File: config.mk
export PLATFORM = sky130hd
export DESIGN_NAME = mac_feeder
export DESIGN_NICKNAME = d
export VERILOG_FILES = /design/src/rtl/mac_pkg.sv /design/src/rtl/mac_matrix_mem.sv /design/src/rtl/mac_feeder.sv
export SDC_FILE = /design/constraint.sdc
export NUM_CORES = 1
export LEC_CHECK = 0
export ABC_CLOCK_PERIOD_IN_PS = 4500
export CAP_MARGIN = 10
export CORE_UTILIZATION = 40
export DETAILED_ROUTE_END_ITERATION = 7
export MAX_ROUTING_LAYER = met4
export PLACE_DENSITY_LB_ADDON = 0.05
export RECOVER_POWER = 25
export SLEW_MARGIN = 20
export SYNTH_ARGS = -nofsm -noshare
export SYNTH_HDL_FRONTEND = slang
export SYNTH_SLANG_ARGS = --single-unit
File: constraint.sdc
create_clock -name clock -period 4.5 [get_ports clock]
set_clock_uncertainty 0.2 [all_clocks]
set_input_delay 0.675 -clock clock [delete_from_list [all_inputs] [get_ports clock]]
set_output_delay 0.675 -clock clock [all_outputs]
set_load 0.02 [all_outputs]
File: src/rtl/mac_pkg.sv
// Shared constants for the 4x4 MAC array and its feeder: element widths,
// array dimension and the feeder FSM state encoding.
package mac_pkg;

  localparam int unsigned DATA_W = 8;
  localparam int unsigned ACC_W  = 24;
  localparam int unsigned N      = 4;
  localparam int unsigned IDX_W  = 2;

  localparam logic [1:0] S_IDLE  = 2'd0;
  localparam logic [1:0] S_RUN   = 2'd1;
  localparam logic [1:0] S_FLUSH = 2'd2;
  localparam logic [1:0] S_DRAIN = 2'd3;

endpackage

File: src/rtl/mac_matrix_mem.sv
// 4x4 register file: one synchronous write port, synchronous clear and a
// flat read bus exposing all elements, element (r,c) at [(r*N+c)*DATA_W +: DATA_W].
module mac_matrix_mem #(
  parameter int unsigned DATA_W = 8,
  parameter int unsigned N      = 4
) (
  input  logic                     clock,
  input  logic                     clear,
  input  logic                     wr_en,
  input  logic [1:0]               wr_row,
  input  logic [1:0]               wr_col,
  input  logic [DATA_W-1:0]        wr_data,
  output logic [N*N*DATA_W-1:0]    rd_flat
);

  logic [N*N*DATA_W-1:0] mem_q;
  logic [3:0]            wr_idx;

  assign wr_idx  = {wr_row, wr_col};
  assign rd_flat = mem_q;

  always_ff @(posedge clock) begin
    if (clear) begin
      mem_q <= '0;
    end else if (wr_en) begin
      mem_q[32'(wr_idx) * DATA_W +: DATA_W] <= wr_data;
    end
  end

endmodule

File: src/rtl/mac_feeder.sv
// Sequencer feeding the MAC array: holds feature and weight matrices and emits
// the skewed activation wavefront while latching weights along anti-diagonals.
module mac_feeder #(
  parameter int unsigned DATA_W = mac_pkg::DATA_W,
  parameter int unsigned ACC_W  = mac_pkg::ACC_W,
  parameter int unsigned N      = mac_pkg::N,
  parameter int unsigned DRAIN  = 3
) (
  input  logic                  clock,
  input  logic                  reset,
  input  logic                  wr_en,
  input  logic                  wr_sel,
  input  logic [1:0]            wr_row,
  input  logic [1:0]            wr_col,
  input  logic [DATA_W-1:0]     wr_data,
  input  logic                  start,
  output logic [N*DATA_W-1:0]   a_out,
  output logic [N*N*DATA_W-1:0] w_out,
  output logic [ACC_W-1:0]      carry_in,
  output logic                  valid,
  output logic                  busy,
  output logic                  done,
  output logic                  wr_err
);

  import mac_pkg::*;

  localparam int unsigned STEP_W   = 3;
  localparam int unsigned DRAIN_W  = (DRAIN > 0) ? $clog2(DRAIN + 1) : 1;
  localparam int unsigned LAST_RUN = 2 * N - 2;

  logic [1:0]             state_q, state_d;
  logic [STEP_W-1:0]      step_q, step_d;
  logic [DRAIN_W-1:0]     drain_q, drain_d;
  logic [N*DATA_W-1:0]    a_d;
  logic [N*N*DATA_W-1:0]  w_d;
  logic                   valid_d, busy_d, done_d, wr_err_d;

  logic [N*N*DATA_W-1:0]  f_flat, w_flat, f_eff, w_eff;
  logic                   mem_wr;
  logic [3:0]             wr_idx;

  logic                   byp_vld, byp_sel;
  logic [3:0]             byp_idx;
  logic [DATA_W-1:0]      byp_data;

  // Writes land only while idle; anything else is rejected and flagged.
  assign mem_wr   = wr_en && (state_q == S_IDLE);
  assign wr_idx   = {wr_row, wr_col};
  assign carry_in = '0;

  mac_matrix_mem #(.DATA_W(DATA_W), .N(N)) u_feat_mem (
    .clock   (clock),
    .clear   (reset),
    .wr_en   (mem_wr && !wr_sel),
    .wr_row  (wr_row),
    .wr_col  (wr_col),
    .wr_data (wr_data),
    .rd_flat (f_flat)
  );

  mac_matrix_mem #(.DATA_W(DATA_W), .N(N)) u_wgt_mem (
    .clock   (clock),
    .clear   (reset),
    .wr_en   (mem_wr && wr_sel),
    .wr_row  (wr_row),
    .wr_col  (wr_col),
    .wr_data (wr_data),
    .rd_flat (w_flat)
  );

  // A write colliding with start commits, but the sequence must see the old
  // value: remember it and substitute it on the read side for this run.
  always_ff @(posedge clock) begin
    if (reset) begin
      byp_vld  <= 1'b0;
      byp_sel  <= 1'b0;
      byp_idx  <= '0;
      byp_data <= '0;
    end else if ((state_q == S_IDLE) && start) begin
      byp_vld  <= wr_en;
      byp_sel  <= wr_sel;
      byp_idx  <= wr_idx;
      byp_data <= wr_sel ? w_flat[32'(wr_idx) * DATA_W +: DATA_W]
                         : f_flat[32'(wr_idx) * DATA_W +: DATA_W];
    end
  end

  always_comb begin
    f_eff = f_flat;
    w_eff = w_flat;
    if (byp_vld && !byp_sel) f_eff[32'(byp_idx) * DATA_W +: DATA_W] = byp_data;
    if (byp_vld && byp_sel)  w_eff[32'(byp_idx) * DATA_W +: DATA_W] = byp_data;
  end

  always_ff @(posedge clock) begin
    if (reset) begin
      state_q <= S_IDLE;
      step_q  <= '0;
      drain_q <= '0;
      a_out   <= '0;
      w_out   <= '0;
      valid   <= 1'b0;
      busy    <= 1'b0;
      done    <= 1'b0;
      wr_err  <= 1'b0;
    end else begin
      state_q <= state_d;
      step_q  <= step_d;
      drain_q <= drain_d;
      a_out   <= a_d;
      w_out   <= w_d;
      valid   <= valid_d;
      busy    <= busy_d;
      done    <= done_d;
      wr_err  <= wr_err_d;
    end
  end

  // Element (i,j) is on the wavefront at step i+j (0-based): activation lane i
  // takes F[i][j] and weight lane (i,j) latches W[i][j] on that step.
  always_comb begin
    state_d  = state_q;
    step_d   = step_q;
    drain_d  = drain_q;
    a_d      = a_out;
    w_d      = w_out;
    valid_d  = valid;
    busy_d   = busy;
    done_d   = 1'b0;
    wr_err_d = wr_en && (state_q != S_IDLE);

    case (state_q)
      S_IDLE: begin
        if (start) begin
          w_d     = '0;
          step_d  = '0;
          state_d = S_RUN;
        end
      end
      S_RUN: begin
        valid_d = 1'b1;
        busy_d  = 1'b1;
        a_d     = '0;
        for (int unsigned i = 0; i < N; i++) begin
          for (int unsigned j = 0; j < N; j++) begin
            if (32'(step_q) == i + j) begin
              a_d[i * DATA_W +: DATA_W]       = f_eff[(i * N + j) * DATA_W +: DATA_W];
              w_d[(i * N + j) * DATA_W +: DATA_W] = w_eff[(i * N + j) * DATA_W +: DATA_W];
            end
          end
        end
        step_d = step_q + STEP_W'(1);
        if (step_q == STEP_W'(LAST_RUN)) state_d = S_FLUSH;
      end
      S_FLUSH: begin
        valid_d = 1'b1;
        busy_d  = 1'b1;
        a_d     = '0;
        drain_d = '0;
        state_d = S_DRAIN;
      end
      S_DRAIN: begin
        valid_d = 1'b0;
        busy_d  = 1'b1;
        if (drain_q == DRAIN_W'(DRAIN)) begin
          done_d  = 1'b1;
          busy_d  = 1'b0;
          state_d = S_IDLE;
        end else begin
          drain_d = drain_q + DRAIN_W'(1);
        end
      end
      default: state_d = S_IDLE;
    endcase
  end

endmodule

==> flow_summary.ini <==
[status]
status = complete, but fails checks
violations = capacitance limit, slew limit

[critical_path]
end_kind = register
start_kind = register
critPathKind = register to register
crit_arrival_ns = 4.47
cp_max_fo = 14
required_ns = 4.86

[layout]
multi_input_area_sq_um = 13300
n_fill_cell = 5491
area_growth_syn_to_layout_pct = 20.1
final_nets = 2850
layout-drive-gt1-share_pct = 16.3
register_area_sq_um = 8830
layout.cells.non_filler = 3616

[clock_network]
h-tree-depth = 2
cts_tree = yes
path_clk_slew_ns = 0.06
insertion_delay_ns = 0.63
post_cts_resized = 0
postCtsHoldBufs = 0
clock_sinks = 441
postCtsSetupBuffers = 0
cts-root-buf = clkbuf_16
cts_made_buffers = 49
clk_path_buf_depth = 3

[global_routing]
grtUsageTotal_pct = 40.5
overflow = 0
grt_pass1_vias = 21100
antenna_found_initial = 8
grt_max_degree = 185
grt_pass1_wl_um = 164000

[routing]
routed_wl_um = 119000
first_pass_iters = 8
route.vias.total = 22800
drtIter0Drc = 3143
drtAntennaViolNets = 0
via_per_inst = 6.32
drt-wirelength-per-cell_um = 32.8
drcViolationCount = 0

[logic_synthesis]
synth_area_leaders = dfxtp_1 38%, mux2i_1 9.0%, nor2_1 8.8%, mux2_2 6.5%, mux4_2 6.5%
synth.most_common_cell = nor2_1
synth_edf_count = 0
async_reset_ff_share_pct = 0
ys.flop_type = dfxtp_1
synth-seq-cells = 441
ys.warnings.count = 0
synth_cell_types = 83
syn_inst = 2649
synth_top_area_share_pct = 38.3
syn_area_sq_um = 23000
synth_area_per_cell_sq_um = 8.70
synthTopCellsByCount = 538 x nor2_1, 441 x dfxtp_1, 207 x mux2i_1
seq_area_frac_synth_pct = 38.3
yosys.area.top_type = dfxtp_1

[floorplan]
die_w_um = 242
dieArea_sq_um = 58600
fp.coreArea_sq_um = 56600
die_h_um = 242
io_pins = 205
num_rows = 87
floorplan.initialDensity_pct = 40.7

[power]
p_leak_nw = 11.1
ir_drop_uv = 312
powerDensity_nw_per_um2 = 393

[timing]
hold_viol = 0
fmax_mhz = 243
fin_crit_sh_pct = 91.3
post-route-min-period_ns = 4.11
final-setup-viol-count = 0
slew_viol_final = 176
worstMarginPinSlew_ns = 2.39
slew-limit-headroom_pct = -59.5
tns_ns = 0
rsz0062_at_grt = false

[placement]
gp_congestion = 1.10
placed_cells = 3523
io_buffer_count = 180
place.detailed.hpwl_um = 90600

[worst_hold_path]
hp-class = register to register

[flow_run]
maxCapViolCount = 2
==> critical path, cell delays in order, from the launching register on <==
cell	delay [ns]
dfxtp_1	0.67
nor3_1	0.10
ha_1	0.66
clkinv_1	0.41
nor3_1	0.66
nand2_1	0.50
o311ai_0	0.60
a32o_1	0.24
==> power by group <==
group | switching, mW | internal (mW)
Clock | 1.80 | 2.45
Sequential | 0.114 | 3.96
Combinational | 2.01 | 0.546
==> cells by family (layout without fill, tap and decap cells) <==
family                   after synthesis  in the layout  synth area share [%]
AND/OR/NAND/NOR                     1039           1039                  19.9
multiplexers                         406            406                  21.9
flip-flops                           441            441                  38.3
XOR/XNOR                               4              4                 0.152
AO/OA/AOI/OAI                        503            503                  14.4
other                                  1             27                0.0163
buffers and inverters                240            425                  4.49
adder cells (fa/ha/maj)               15             15                 0.815
==> through the flow <==
| step | util (%) | area [sq um] | worst slack, ns | hold slack (ns) | total power, mW |
|---|---|---|---|---|---|
| floorplan | - | 23100 | 0.933 | 0.238 | 5.51 |
| global placement | 45.9 | 26000 | 0.504 | 0.245 | 6.61 |
| detailed placement | 45.9 | 26000 | 0.460 | 0.247 | 6.61 |
| CTS | 48.9 | 27700 | 0.526 | 0.252 | 10.8 |
| global route | 48.9 | 27700 | 0.311 | 0.266 | 11.1 |
| finish | 48.9 | 27700 | 0.390 | 0.250 | 10.9 |
==> state kept, by name (all words and copies together) (netlist names), 2 cells and up <==
name,cells
byp_idx,4
u_wgt_mem.rd_flat,128
byp_data,8
drain_q,2
u_feat_mem.rd_flat,128
a_out,32
w_out,128
step_q,3
state_q,2
==> cell usage in the layout, fill, tap and decap left out, types with 8 or more instances in the layout <==
cell | netlist | layout
nor2_2 | 7 | 11
clkdlybuf4s50_1 | 0 | 40
and3_1 | 24 | 24
a21o_1 | 10 | 10
nand4_1 | 11 | 11
nor2_1 | 538 | 534
nor2b_1 | 11 | 11
a2bb2oi_1 | 12 | 12
ha_1 | 15 | 15
nor3_1 | 51 | 47
conb_1 | 1 | 24
a32o_1 | 8 | 8
or2_2 | 9 | 9
and2_1 | 44 | 43
mux2i_1 | 207 | 207
a211oi_1 | 13 | 13
o21ai_0 | 48 | 49
nand3_1 | 79 | 79
nor4_1 | 12 | 12
o211ai_1 | 13 | 13
mux2_2 | 133 | 133
mux4_2 | 66 | 66
a31oi_1 | 21 | 21
buf_4 | 26 | 131
a22oi_1 | 125 | 125
a21oi_1 | 188 | 188
inv_1 | 19 | 19
clkbuf_16 | 0 | 49
clkinv_2 | 0 | 13
nand2b_1 | 8 | 8
dlygate4sd3_1 | 0 | 136
dfxtp_1 | 441 | 441
clkbuf_8 | 0 | 12
nand2_1 | 206 | 206
==> metal layers <==
metal	track usage [%]	routed length [um]	vias up	part of all wire, %
met5	-	0	-	0
met4	14.0	4590	0	3.9
met3	12.0	14300	244	12
met2	56.4	49100	1468	41
met1	55.4	50800	11400	43
li1	-	-	9750	-
==> final timing paths <==
path	from	to	slack, ns	depth (start not counted)
min	w_out[93]	w_out[93]	0.25	2
min reg2reg	w_out[93]	w_out[93]	0.25	2
max reg2reg	byp_idx[2]	a_out[3]	0.39	7
max	byp_idx[2]	a_out[3]	0.39	7
==> area by class of cell <==
cell class	count	share of cell area [%]
clock buffers	67	5.11
inverters	21	0.285
well taps	756	3.42
multi-input cells	1991	48.1
clock inverters	23	0.932
diodes	3	0.0271
repair buffers	314	10.2
flip-flops and latches	441	31.9
Power figures use the tool's default switching activity.
==> variant, RTL diff (config.mk and constraints unchanged) <==
`DATA_W` is set to 8 in 2 places; all go to 6.
--- a/src/rtl/mac_pkg.sv
+++ b/src/rtl/mac_pkg.sv
@@ -3,5 +3,5 @@
 package mac_pkg;
 
-  localparam int unsigned DATA_W = 8;
+  localparam int unsigned DATA_W = 6;
   localparam int unsigned ACC_W  = 24;
   localparam int unsigned N      = 4;
--- a/src/rtl/mac_matrix_mem.sv
+++ b/src/rtl/mac_matrix_mem.sv
@@ -2,5 +2,5 @@
 // flat read bus exposing all elements, element (r,c) at [(r*N+c)*DATA_W +: DATA_W].
 module mac_matrix_mem #(
-  parameter int unsigned DATA_W = 8,
+  parameter int unsigned DATA_W = 6,
   parameter int unsigned N      = 4
 ) (
Ports: changed (resized a_out, w_out and wr_data); port bits go from 205 to 163. No check against the original RTL was run, so the function may have changed too.
==> variant against the original RTL <==
Final area down 10%; final cell count fell by 6.4%; wire length fell by 11%; total power increased by 1.5%; area after synthesis fell by 11%; sequential cell count decreased by 106; largest power group is now combinational cells; worst hold slack worse by 0.0014 ns; setup slack worse by 0.18 ns.
==> variant: results (changes against the original RTL) <==
- Outcome: completed
- Launching instance or port of the critical path: byp_idx[1]
- Switching fraction of total power: 43.5% (+7.4 points)
- CLK BUF: 53 (-21%)
- Port buffer count: 138 (-23%)
- Multi-input comb cells: 1930 (-3.1%)
- Clock tree cell share of total cell area: 5.40% (-0.65 points)
- Top post-synthesis cells by area: dfxtp_1 33%, mux2i_1 8.0%, mux4_2 6.6%
- Share of cell area taken by muxes after synthesis: 17.3% (-4.6 points)
- GR Layer Usage met1: 53.4% (-2.0 points)
- Avg Synthesized Cell Area: 8.29 um2 (-4.7%)
- Max incr delay on CP: 0.56 ns (-0.11 ns)
- Sequential cell area: 0.00671 mm2 (-24%)
- Total detailed-routing wirelength: 105000 um (-11%)
- Via count of the routed design: 21300 (-6.5%)
- First drt pass iteration count: 6 (-2)
- Number of DRC markers after the initial detailed-route iteration: 2971 (-5.5%)
- RD Place Congestion: 1.09 (-0.26%)
- Non-Clock Inverter Count: 37 (+76%)
- Aggregate global-route resource usage: 40.6% (about the same)
- Pre-CTS setup slack: -0.0182 ns (-0.478 ns)
- Initial antenna violation count: 5 (-3)
- Count of cells along the worst register-to-register path: 13 (+6)
- Master of the slowest instance on the critical path: xnor2_2
- Leak: 0.00941 uW (-15%)
- First-pass GRT wire length: 148000 um (-10%)
- Fill cell instance count of the final layout: 4933 (-10%)
- Estimated wirelength of the detail-placed design: 83900 um (-7.4%)
- Fraction of layout cells with a size suffix above 1: 15.4% (-0.98 points)
- Clk Latency, worst-skew pair: 0.61 ns (-0.02 ns)
- Placed cell count: 3310 (-6.0%)
- Routed wire length per instance: 31.1 um (-5.3%)
- Pin count of the biggest net entering global routing: 119 (-36%)
- Hold Crit Start: w_out[2]
- Critical path arrival: 4.58 ns (+0.11 ns)
- Dpl cell area: 0.0235 mm2 (-9.5%)
- Number of synthesized register bits: 335 (-24%)
- Compound-Gate Fraction of Synth Area: 19.1% (+4.7 points)
- Worst-case vdd ir drop: 0.295 mV (-5.7%)
- Synth Area in XOR/XNOR: 0.872% (+0.72 points)
- Adder-Cell Fraction of Synth Area: 1.96% (+1.1 points)
- Number of global-route vias before repair: 19600 (-7.0%)
- Non-Clock Buffer Count: 336 (+7.0%)
- Met3 Resource Use GR: 9.88% (-2.1 points)
- Number of clock buffers inserted by TritonCTS: 40 (-18%)
- Max Fanout on Critical Path: 9 (-5)
- Sequential area share after synthesis: 32.7% (-5.6 points)
- Number of different library cells in the post-synthesis netlist: 94 (+13%)
- Fraction of area in non-clock buffers: 11.8% (+1.5 points)
==> variant: metal layers <==
layer / part of all wire (%) / vias to the layer above
met5: 0 / -
met4: 6.2 / 0
met3: 12 / 252
met2: 41 / 1353
met1: 41 / 10400
li1: - / 9355
==> variant: power groups by stage <==
stage          clock network, uW  registers [uW]  logic, uW
6_report                    3380            3140       4520
3_5_place_dp                   0            3200       4330
2_1_floorplan                  0            3140       2450
5_1_grt                     3530            3140       4670
3_3_place_gp                   0            3200       4360
4_1_cts                     3410            3130       4350
==> variant: through the flow <==
| step | setup TNS [ns] | util, % |
|---|---|---|
| floorplan | 0 | - |
| global placement | 0 | 46.7 |
| detailed placement | -0.0335 | 46.7 |
| CTS | 0 | 49.4 |
| global route | 0 | 49.4 |
| finish | 0 | 49.4 |
==> variant: worst paths after layout <==
| path | to | slack [ns] |
|---|---|---|
| setup / recovery | a_out[1] | 0.21 |
| hold / removal | w_out[2] | 0.25 |
| hold reg to reg | w_out[2] | 0.25 |
| setup reg to reg | a_out[1] | 0.21 |
